File: src/rtl/led_bank_arbiter.sv
// Round-robin arbiter sharing one positive-logic LED bank between several requesters.
// Each winner owns the bank for at most HOLD_TICKS clocks. A one-clock dark gap
// separates consecutive owners. All outputs are registered.
module led_bank_arbiter #(
    parameter int unsigned      NREQ         = 4,
    parameter int unsigned      LED_W        = 8,
    parameter int unsigned      HOLD_TICKS   = 4,
    parameter logic [LED_W-1:0] IDLE_PATTERN = '0
) (
    input  logic                  clk,
    input  logic                  rst,
    input  logic [NREQ-1:0]       req,
    input  logic [NREQ*LED_W-1:0] pat,
    output logic [NREQ-1:0]       grant,
    output logic [LED_W-1:0]      led,
    output logic [2:0]            owner,
    output logic                  busy
);

    typedef enum logic [1:0] {
        StIdle,
        StGrant,
        StGap
    } state_e;

    localparam logic [7:0] CntLoad = 8'(HOLD_TICKS - 1);
    localparam logic [2:0] LastIdx = 3'(NREQ - 1);

    state_e           state_q, state_d;
    logic [NREQ-1:0]  grant_q, grant_d;
    logic [LED_W-1:0] led_q, led_d;
    logic [2:0]       owner_q, owner_d;
    logic             busy_q, busy_d;
    logic [2:0]       ptr_q, ptr_d;
    logic [7:0]       cnt_q, cnt_d;

    logic             win_valid;
    logic [2:0]       win_idx;
    logic [2:0]       pos;
    logic [LED_W-1:0] win_pat;
    logic [LED_W-1:0] own_pat;
    logic             own_req;
    logic [2:0]       ptr_after_owner;

    // Round-robin search: first set request starting at ptr, wrapping NREQ-1 -> 0.
    always_comb begin
        win_valid = 1'b0;
        win_idx   = '0;
        pos       = ptr_q;
        for (int k = 0; k < int'(NREQ); k++) begin
            for (int i = 0; i < int'(NREQ); i++) begin
                if (!win_valid && req[i] && (pos == 3'(i))) begin
                    win_valid = 1'b1;
                    win_idx   = 3'(i);
                end
            end
            pos = (pos == LastIdx) ? 3'd0 : pos + 3'd1;
        end
    end

    // Select patterns and the owner's request by decoded index, so unused
    // index values never reach a part-select and no X can leak out.
    always_comb begin
        win_pat = '0;
        own_pat = '0;
        own_req = 1'b0;
        for (int i = 0; i < int'(NREQ); i++) begin
            if (win_idx == 3'(i)) begin
                win_pat = pat[i*LED_W +: LED_W];
            end
            if (owner_q == 3'(i)) begin
                own_pat = pat[i*LED_W +: LED_W];
                own_req = req[i];
            end
        end
    end

    // Pointer position just past the current owner.
    always_comb begin
        ptr_after_owner = (owner_q == LastIdx) ? 3'd0 : owner_q + 3'd1;
    end

    // Next-state and next-output logic for the IDLE/GRANT/GAP machine.
    always_comb begin
        state_d = state_q;
        grant_d = grant_q;
        led_d   = led_q;
        owner_d = owner_q;
        busy_d  = busy_q;
        ptr_d   = ptr_q;
        cnt_d   = cnt_q;
        unique case (state_q)
            StGrant: begin
                if ((cnt_q == 8'd0) || !own_req) begin
                    state_d = StGap;
                    grant_d = '0;
                    led_d   = IDLE_PATTERN;
                    busy_d  = 1'b0;
                    ptr_d   = ptr_after_owner;
                end else begin
                    cnt_d = cnt_q - 8'd1;
                    // Follow the owner's live pattern with one clock of lag.
                    led_d = own_pat;
                end
            end
            StIdle, StGap: begin
                // GAP lasts a single clock: arbitration always runs on its edge.
                if (win_valid) begin
                    state_d = StGrant;
                    for (int i = 0; i < int'(NREQ); i++) begin
                        grant_d[i] = (win_idx == 3'(i));
                    end
                    owner_d = win_idx;
                    led_d   = win_pat;
                    busy_d  = 1'b1;
                    cnt_d   = CntLoad;
                end else begin
                    state_d = StIdle;
                    grant_d = '0;
                    led_d   = IDLE_PATTERN;
                    busy_d  = 1'b0;
                end
            end
            default: begin
                state_d = StIdle;
                grant_d = '0;
                led_d   = IDLE_PATTERN;
                busy_d  = 1'b0;
            end
        endcase
    end

    // State and output registers; reset clears everything immediately.
    always_ff @(posedge clk or posedge rst) begin
        if (rst) begin
            state_q <= StIdle;
            grant_q <= '0;
            led_q   <= IDLE_PATTERN;
            owner_q <= '0;
            busy_q  <= 1'b0;
            ptr_q   <= '0;
            cnt_q   <= '0;
        end else begin
            state_q <= state_d;
            grant_q <= grant_d;
            led_q   <= led_d;
            owner_q <= owner_d;
            busy_q  <= busy_d;
            ptr_q   <= ptr_d;
            cnt_q   <= cnt_d;
        end
    end

    assign grant = grant_q;
    assign led   = led_q;
    assign owner = owner_q;
    assign busy  = busy_q;

    // Structural invariants of the registered outputs.
    a_grant_onehot: assert property (@(posedge clk) disable iff (rst) $onehot0(grant_q));
    a_busy_grant:   assert property (@(posedge clk) disable iff (rst) busy_q == (grant_q != '0));
    a_dark_idle:    assert property (@(posedge clk) disable iff (rst)
                                     !busy_q |-> (led_q == IDLE_PATTERN));

endmodule

File: config.mk
export PLATFORM = sky130hd
export DESIGN_NAME = led_bank_arbiter
export DESIGN_NICKNAME = d
export VERILOG_FILES = /design/src/rtl/led_bank_arbiter.sv
export SDC_FILE = /design/constraint.sdc
export NUM_CORES = 1
export LEC_CHECK = 0
export ABC_AREA = 1
export CAP_MARGIN = 20
export CORE_ASPECT_RATIO = 0.9
export CORE_UTILIZATION = 49
export DETAILED_ROUTE_END_ITERATION = 10
export PLACE_DENSITY = 0.8
export SYNTH_ARGS = -nofsm -noshare
export SYNTH_HDL_FRONTEND = slang
export SYNTH_SLANG_ARGS = --single-unit
export TNS_END_PERCENT = 10
File: constraint.sdc
create_clock -name clk -period 3.2 [get_ports clk]
set_clock_uncertainty 0.15 [all_clocks]
set_input_delay 0.32 -clock clk [delete_from_list [all_inputs] [get_ports clk]]
set_output_delay 0.32 -clock clk [all_outputs]
set_load 0.1 [all_outputs]
# After elaboration in Yosys (flattened, before gate mapping)
# Index checks and enable logic that the tools add are counted.
# W data, S select, Z words.
# word_totals
ff_bits,29
output_inout_bits,16
# op_classes
addsub,5
n_eq_ne,23
n_mux,62
reduce_logical,61
# ops
cell,n
$mux W8,12
$mux W3,18
$eq A3 B2 Y1 const B,12
$pmux W8 S2,2
$logic_and A1 B1 Y1,31
$mux W1,24
$eq A3 B1 Y1 const B,6
$logic_not A3 Y1,6
$logic_not A1 Y1,16
$add A3 B1 Y3 const B,4
$logic_not A8 Y1,1
$mux W4,2
$pmux W4 S2,1
$sub A8 B1 Y8 const B,1
$ne A2 B2 Y1 const B,3
$pmux W2 S2,1
$reduce_and A2 Y1,2
$reduce_and A3 Y1,1
$eq A2 B1 Y1 const B,1
$eq A2 B2 Y1 const B,1
$logic_not A2 Y1,1
$mux W2,1
$pmux W1 S2,1
$reduce_bool A2 Y1,1
other kinds (2),2

# Depth between registers and ports, before layout
# Gate-level depths: netlist of the first run.
# logic_depth
depth_word,70
depth_mapped,19

# Worst setup path after synthesis of the first run
# Ideal clock, no wire load.
# synth_timing
path_kind,reg-to-reg
start,register owner_q[1] (netlist: owner[1])
end,register cnt_q[5]
path_buffers,1
arrival_ps,2799
path_stages_with_launch,16
setup_slack_ps,173
path_cell_list,dfrtp_1 -> inv_1 -> ha_1 -> clkbuf_1 -> inv_1 -> nand2_1 -> clkinv_1 -> a22oi_1 -> o21ai_0 -> nand3_1 -> nor2_1 -> inv_1 -> or2_2 -> nor2_1 -> a21oi_1 -> a21oi_1
# synth_via
elab_chain_cells,9
word_cells_on_any_way,12
cone_classes,4 x eq/ne; 4 x mux; 4 x reduce/logical
# synth_lines
element,line,text
"start, declared",32,"logic [2:0] owner_q, owner_d;"
"start signal, assigned",147,owner_q <= owner_d;
$logic_not A3 Y1,71,if (owner_q == 3'(i)) begin
$mux W1 (3 in a row),71,
$mux W1 *,71,
$logic_not A1 Y1 *,94,if ((cnt_q == 8'd0) || !own_req) begin
$logic_or A1 B1 Y1 *,94,
$ne A2 B2 Y1 (no line) *,--,
$reduce_and A3 Y1 (no line) *,--,
"end signal, assigned",150,cnt_q <= cnt_d;
"end, declared",35,"logic [7:0] cnt_q, cnt_d;"
# Every way passes the cells marked *; elsewhere a longest branch is shown, timed or not.
# A chain may end at the register's enable or synchronous reset.

# Final worst setup path of the first run
# layout_timing
start,register owner_q[1] (netlist: owner[1])
end,register cnt_q[6]
# The elaborated chain is that of the path after synthesis.

==> results of run 1 <==
==> state kept, by name, summed over array words and instances, names as in the netlist <==
register and flops:
led 8, cnt_q 8, owner 2, state_q 2, busy 1, ptr_q 2
grant 4
==> routing by layer <==
layer  part of all wire [%]  track usage, %
met4                   0.95            7.75
met3                    6.9            3.15
met2                     44            38.1
met1                     48            36.6
met5                      0               0
==> synthesized netlist by cell type, types with 2 or more instances <==
master,count
a21oi_1,10
a22oi_1,9
buf_2,2
clkbuf_1,6
dfrtp_1,27
ha_1,6
inv_1,39
nand2_1,70
nand2_4,4
nand3_1,25
nand4_1,10
nand4_2,2
nor2_1,26
nor2_2,3
nor3_1,2
o211ai_1,5
o21ai_0,28
o21ai_1,4
o221ai_1,2
or2_0,3
or2_1,2
==> cell families after synthesis <==
| logic type | count (synthesis) |
|---|---|
| xor+xnor | 1 |
| fa+ha+maj | 6 |
| other cells | 1 |
| flops | 27 |
| compound gates | 63 |
| simple gates | 152 |
| buf+inv | 52 |
==> worst register-to-register path, cell delays in order, from the launching register on <==
cell      delay, ns
dfrtp_1        0.45
inv_1          0.11
ha_1           0.42
inv_1          0.08
nand2_1        0.07
clkinv_1       0.27
a22oi_1        0.29
o21ai_0        0.12
nand3_1        0.20
inv_1          0.28
nand4_1        0.18
nand3_1        0.08
o21ai_0        0.08
==> layout make-up <==
class                           count  area [µm²]  area share (%)
Timing Repair Buffer               56         541            20.1
Inverter                           42         160            5.97
Multi-Input combinational cell    223        1200            44.6
Sequential cell                    27         676            25.2
Clock inverter                      1        8.76           0.326
Clock buffer                        3        41.3            1.54
Tap cell                           48        60.1            2.24
==> final timing paths <==
path                                from       end  depth (start not counted)
worst min-delay path                 rst    led[6]                          3
max in group asynchronous            rst    led[4]                          3
worst min register to register  grant[2]  grant[2]                          2
worst max-delay path            owner[1]  cnt_q[6]                         12
min in group clk                grant[2]  grant[2]                          2
worst max register to register  owner[1]  cnt_q[6]                         12
==> power groups by stage <==
stage	combinational (mW)	sequential, mW	clock [mW]
after detailed placement	2.31	0.573	0
after global routing	2.55	0.582	0.233
after floorplan	1.27	1.10	0
final	2.33	0.568	0.214
after global placement	2.29	0.569	0
after CTS	2.31	0.568	0.213
==> stage by stage <==
step | hold WS, ns | total power, mW
after floorplan | 0.223 | 2.37
after global placement | 0.315 | 2.86
after detailed placement | 0.325 | 2.88
after CTS | 0.262 | 3.09
after global routing | 0.291 | 3.36
final | 0.240 | 3.11
==> summary.md, run 1 <==
| Metric | Value |
|---|---|
| Status | `finished with violations` |
| Failing checks | `design-rule violations` |
| Switching power | `approximately 1.9 mW` |
| Max Buffers Root-to-Sink | `2` |
| Initial antenna violation count | `0` |
| Leak pwr | `roughly 1.3 nW` |
| Post-synth top area cell | `dfrtp_1` |
| Post-route ant nets | `0` |
| CP Class | `reg2reg` |
| Vias in the first global route | `just under 2000` |
| Post-Synth Simple-Gate Area | `between 30% and 40%` |
| Placed Instances | `396` |
| I/O pins | `54` |
| Share of cells above drive strength 1 | `7.67%` |
| Die Ht | `approximately 64 µm` |
| Pin count of the biggest net entering global routing | `28` |
| Mapped cell area | `2080 µm²` |
| Setup slack, reg-to-reg | `about 0.35 ns` |
| Area post-placement | `~2600 µm²` |
| Final Setup Violations | `0` |
| Diode count | `0` |
| Final hold vios | `0` |
| DRC violations left | `9` |
| WL final | `5360 µm` |
| Root Driver | `clkbuf_8` |
| Area fraction of the dominant cell type after synthesis | `around 32%` |
| Clock share of power | `6.9%` |
| Largest family of logic cells by synthesized area | `simple AND/OR/NAND/NOR gates` |
| Worst setup SP type | `register` |
| First-pass GRT wire length | `9050 µm` |
| Slowest CP cell | `dfrtp_1` |
| Layout area overhead | `28.8%` |
| Final Util | `65.8%` |
| Nets | `397` |
| Final HPWL DP | `4090 µm` |
| Critical path buffers and inverters | `4` |
| Delay-heaviest family, CP | `buffers and inverters` |
| Crit path max fanout | `15` |
| Adder-cell share of the synthesized area | `3.60%` |
| Gpl congestion | `roughly 0.97` |
| Dominant synthesized flop cell | `dfrtp_1` |
| WL per Instance | `between 10 and 15 µm` |
| Fmax achieved | `between 0.3 and 0.4 GHz` |
| Most frequent cells in the layout | `70 x nand2_1, 48 x clkdlybuf4s50_1, 39 x inv_1` |
| Synth area leaders | `dfrtp_1 32%, nand2_1 13%, inv_1 7.0%, o21ai_0 6.7%, nand3_1 6.0%` |
| Starting density of the core | `roughly 51%` |
| Post-synth ARST share | `100%` |
| Clock slew at reported path FFs | `approximately 0.1 ns` |
| Relative slew slack | `34.6%` |
| Core area | `roughly 4000 µm²` |
| VDD IR max | `~0.48 mV` |
| CTS Sinks | `27` |
| Grt total ovfl | `0` |
| Full die area | `around 4500 µm²` |
| Slew Limit Fails | `0` |
| RSZ-0062 raised after global routing | `no` |
| CP dominant cell by count | `inv_1` |
| Fraction of synthesized area in multiplexers | `0%` |
| Worst hold path type | `in2async` |
| Post-CTS setup buffers | `0` |
| Xor and xnor area share after synthesis | `less than 1%` |
| CTS tree | `done` |
| Via-per-instance ratio | `roughly 5.4` |
| Worst skew pair latency | `between 0.2 and 0.3 ns` |
| Mapped Cells | `a little over 300` |
| Fin crit period | `about 2.8 ns` |
| Critical Path RT | `3.26 ns` |
| Final setup margin | `about 0.35 ns` |
| Design Area, Final | `around 2700 µm²` |
| Max_cap viols | `0` |
| Switching share of total power | `approximately 60%` |
| Yosys warns | `0` |
| Complex-gate fraction of the synthesized area | `between 10% and 20%` |
| H-tree levels | `1` |
| CP max stage delay | `roughly 0.45 ns` |
| Post-synth net total | `~350` |
| Seq pwr share | `between 10% and 20%` |
| PostCTS Resize Cnt | `0` |
| Post-place setup slack | `about 0.15 ns` |
| Hold buffers post-CTS | `0` |
| Crit end category | `register` |
| Width of the die | `70.7 µm` |
| CTS Buf Count | `3` |
| All-Layer GR Usage | `24.9%` |
| Post-synth cell types | `38` |
| Post-synthesis sequential area ratio | `about a third` |
| Num rows | `22` |
| Filler instances | `about 350` |
| Int Pwr | `1.24 mW` |
| Via count | `about 2200` |
| Crit path arrival time | `approximately 2.9 ns` |
| 1st-iter DRT viols | `130` |
| Pwr/cell area | `around 1200 nW/µm²` |
| Crit share post-route | `88.9%` |
| #FFs+latches synth | `27` |
| EDFF count, synth | `0` |
| Post-synthesis average cell area | `roughly 7 µm²` |
| Combinational share of power | `74.8%` |
| Final setup TNS | `0 ns` |
| Initial DRT Pass Iterations | `7` |
| Most common cell after layout, fill and taps aside | `nand2_1` |
| Worst Max-Slew Pin Slew | `about 0.98 ns` |
| PortBufs | `52` |
| Worst path cell trace | `inv_1 > ha_1 > inv_1 > nand2_1 > clkinv_1 > a22oi_1 > o21ai_0 > nand3_1 > inv_1 > nand4_1 > nand3_1 > o21ai_0` |
| Layout Cells excl Fill | `400` |
No activity file was read; power rests on OpenSTA's default activity.
==> inputs of run 2 (changes only) <==
Settings changed: CORE_ASPECT_RATIO 0.9 to unset, SKIP_LAST_GASP set to 1.
==> summary.md, run 2 (synthesis gave the netlist of run 1 again) <==
| Metric | Value |
|---|---|
| Final setup TNS | `0 ns (unchanged)` |
| Final hold vios | `0 (unchanged)` |
| Post-CTS setup buffers | `0 (unchanged)` |
| Most common cell after layout, fill and taps aside | `nand2_1` |
| All-Layer GR Usage | `25.8% (+0.94 points)` |
| Combinational share of power | `75.3% (+0.5 points)` |
| Nets | `396 (-0.25%)` |
| CP max stage delay | `0.52 ns (+0.07 ns)` |
| Initial antenna violation count | `0 (unchanged)` |
| Int Pwr | `1.24 mW (-0.27%)` |
| Pin count of the biggest net entering global routing | `28 (unchanged)` |
| Delay-heaviest family, CP | `simple AND/OR/NAND/NOR gates` |
| Most frequent cells in the layout | `70 x nand2_1, 48 x clkdlybuf4s50_1, 39 x inv_1` |
| Seq pwr share | `18.4% (about the same)` |
| Via-per-instance ratio | `5.39 (-0.43%)` |
| Worst Max-Slew Pin Slew | `0.973 ns (-0.00551 ns)` |
| Fmax achieved | `0.362 GHz (+2.9%)` |
| Clock share of power | `6.3% (-0.6 points)` |
| Crit path arrival time | `2.79 ns (-0.11 ns)` |
| Area post-placement | `2620 µm² (-0.48%)` |
| Via count | `2161 (-0.18%)` |
| CTS Buf Count | `3 (unchanged)` |
| PostCTS Resize Cnt | `0 (unchanged)` |
| Die Ht | `67.2 µm (+5.2%)` |
| Max_cap viols | `0 (unchanged)` |
| CP dominant cell by count | `nand2_1` |
| Num rows | `23 (+4.5%)` |
| First-pass GRT wire length | `8900 µm (-1.6%)` |
| Slowest CP cell | `clkdlybuf4s50_1` |
| DRC violations left | `0 (-9)` |
| Layout area overhead | `29.2%` |
| Leak pwr | `1.32 nW (about the same)` |
| Worst setup SP type | `input port` |
| Reg area | `676 µm² (unchanged)` |
| Crit share post-route | `86.4% (-2.5 points)` |
| VDD IR max | `0.466 mV (-3.1%)` |
| Final setup margin | `0.434 ns (+0.0794 ns)` |
| Final HPWL DP | `4070 µm (-0.36%)` |
| Crit end category | `register` |
| Worst skew pair latency | `0.28 ns (about the same)` |
| Initial DRT Pass Iterations | `4 (-3)` |
| Gpl congestion | `0.890 (-8.1%)` |
| CP Class | `in2reg` |
| Root Driver | `clkbuf_8` |
| Core area | `4030 µm² (-1.1%)` |
| Full die area | `4520 µm² (about the same)` |
| CTS Sinks | `27 (unchanged)` |
| Design Area, Final | `2690 µm² (+0.37%)` |
| Post-place setup slack | `0.189 ns (+0.0437 ns)` |
| Width of the die | `67.2 µm (-5.0%)` |
| Fin crit period | `2.77 ns (-0.0794 ns)` |
| Hold buffers post-CTS | `0 (unchanged)` |
| WL per Instance | `13.1 µm (-2.0%)` |
| PortBufs | `52 (unchanged)` |
| Filler instances | `368 (+5.4%)` |
| Critical path buffers and inverters | `2 (-2)` |
| Pwr/cell area | `1160 nW/µm² (-0.27%)` |
| Diode count | `0 (unchanged)` |
| Post-route ant nets | `0 (unchanged)` |
| Status | `finished clean` |
| Max Buffers Root-to-Sink | `2 (unchanged)` |
| I/O pins | `54 (unchanged)` |
| Final Setup Violations | `0 (unchanged)` |
| Hold WS | `0.0960 ns (-0.144 ns)` |
| Clock slew at reported path FFs | `0.09 ns (about the same)` |
| Grt total ovfl | `0 (unchanged)` |
| Slew Limit Fails | `0 (unchanged)` |
| Worst hold path type | `in2async` |
| Starting density of the core | `51.7% (+0.57 points)` |
| Switching power | `1.87 mW (+0.35%)` |
| Switching share of total power | `60.2% (+0.15 points)` |
| Vias in the first global route | `1988 (+2.3%)` |
| Relative slew slack | `34.9% (+0.37 points)` |
| RSZ-0062 raised after global routing | `no` |
| H-tree levels | `1 (unchanged)` |
| Crit path max fanout | `16 (+1)` |
| Worst path cell trace | `clkdlybuf4s50_1 > nand3_1 > nand2_1 > nor2_2 > nand4_2 > nor2_2 > nand4_2 > nor3_4 > nand4_4 > nand3_1 > nand2_1 > inv_1 > nand2_1 > nand2_1 > nand2_1 > nand2_1 > nand2_1` |
| WL final | `5270 µm (-1.8%)` |
| Critical Path RT | `3.22 ns (-0.04 ns)` |
| Multi-input logic area | `1200 µm² (unchanged)` |
| CTS tree | `done` |
| Share of cells above drive strength 1 | `7.12% (-0.55 points)` |
| 1st-iter DRT viols | `186 (+43%)` |
[run 2: cell types whose count changed in the layout (fill, tap and decap cells not counted)]
cell / before / now
inv_6: 1 / 0
buf_4: 8 / 6
buf_16: 0 / 1
clkbuf_1: 0 / 1
[run 2: layout make-up]
type	instances	share of cell area, %
timing repair buffer	55	20.5
multi-input combinational	223	44.4
tap	50	2.32
sequential	27	25.1
inverter	42	5.95
clock buffer	4	1.67
[run 2: path summary, 6_finish.rpt]
check | endpoint | start | cells after the start | slack (ns)
max in group asynchronous | state_q[1] | rst | 3 | 2.42
hold / removal | led[4] | rst | 2 | 0.1
setup / recovery | led[4] | req[2] | 17 | 0.43
hold reg to reg | grant[3] | grant[3] | 2 | 0.35
setup reg to reg | cnt_q[6] | owner[1] | 12 | 0.45
min in group clk | grant[3] | grant[3] | 2 | 0.35
[run 2: per-stage QoR]
stage / total power, mW / cells / utilization, %
floorplan: 2.37 / 302 / -
global route: 3.40 / 401 / 66.8
finish: 3.11 / 401 / 66.8
CTS: 3.09 / 400 / 66.1
detailed placement: 2.89 / 396 / 65.0
global placement: 2.86 / 396 / 65.0
[run 2: power groups by stage]
stage               Clock (mW)  Combinational, mW  Sequential (mW)
finish                   0.197               2.34            0.573
CTS                      0.199               2.32            0.572
global placement             0               2.28            0.575
floorplan                    0               1.27             1.10
detailed placement           0               2.31            0.578
global route             0.214               2.60            0.587
[run 2: layer usage]
| metal | vias to the layer above | GRT usage (%) | share of wire [%] |
|---|---|---|---|
| met5 | - | 0 | 0 |
| met4 | 0 | 10.1 | 1.6 |
| met3 | 7 | 3.38 | 6.0 |
| met2 | 75 | 41.1 | 46 |
| met1 | 975 | 35.4 | 46 |
| li1 | 1104 | - | - |
[run 2: worst reg2reg max path: cells and delay by family, from the launching register on]
kind            cells  cell delay (ns)
compound gates      3             0.42
fa+ha+maj           1             0.33
buf+inv             4             0.75
flops               1             0.43
simple gates        4             0.56
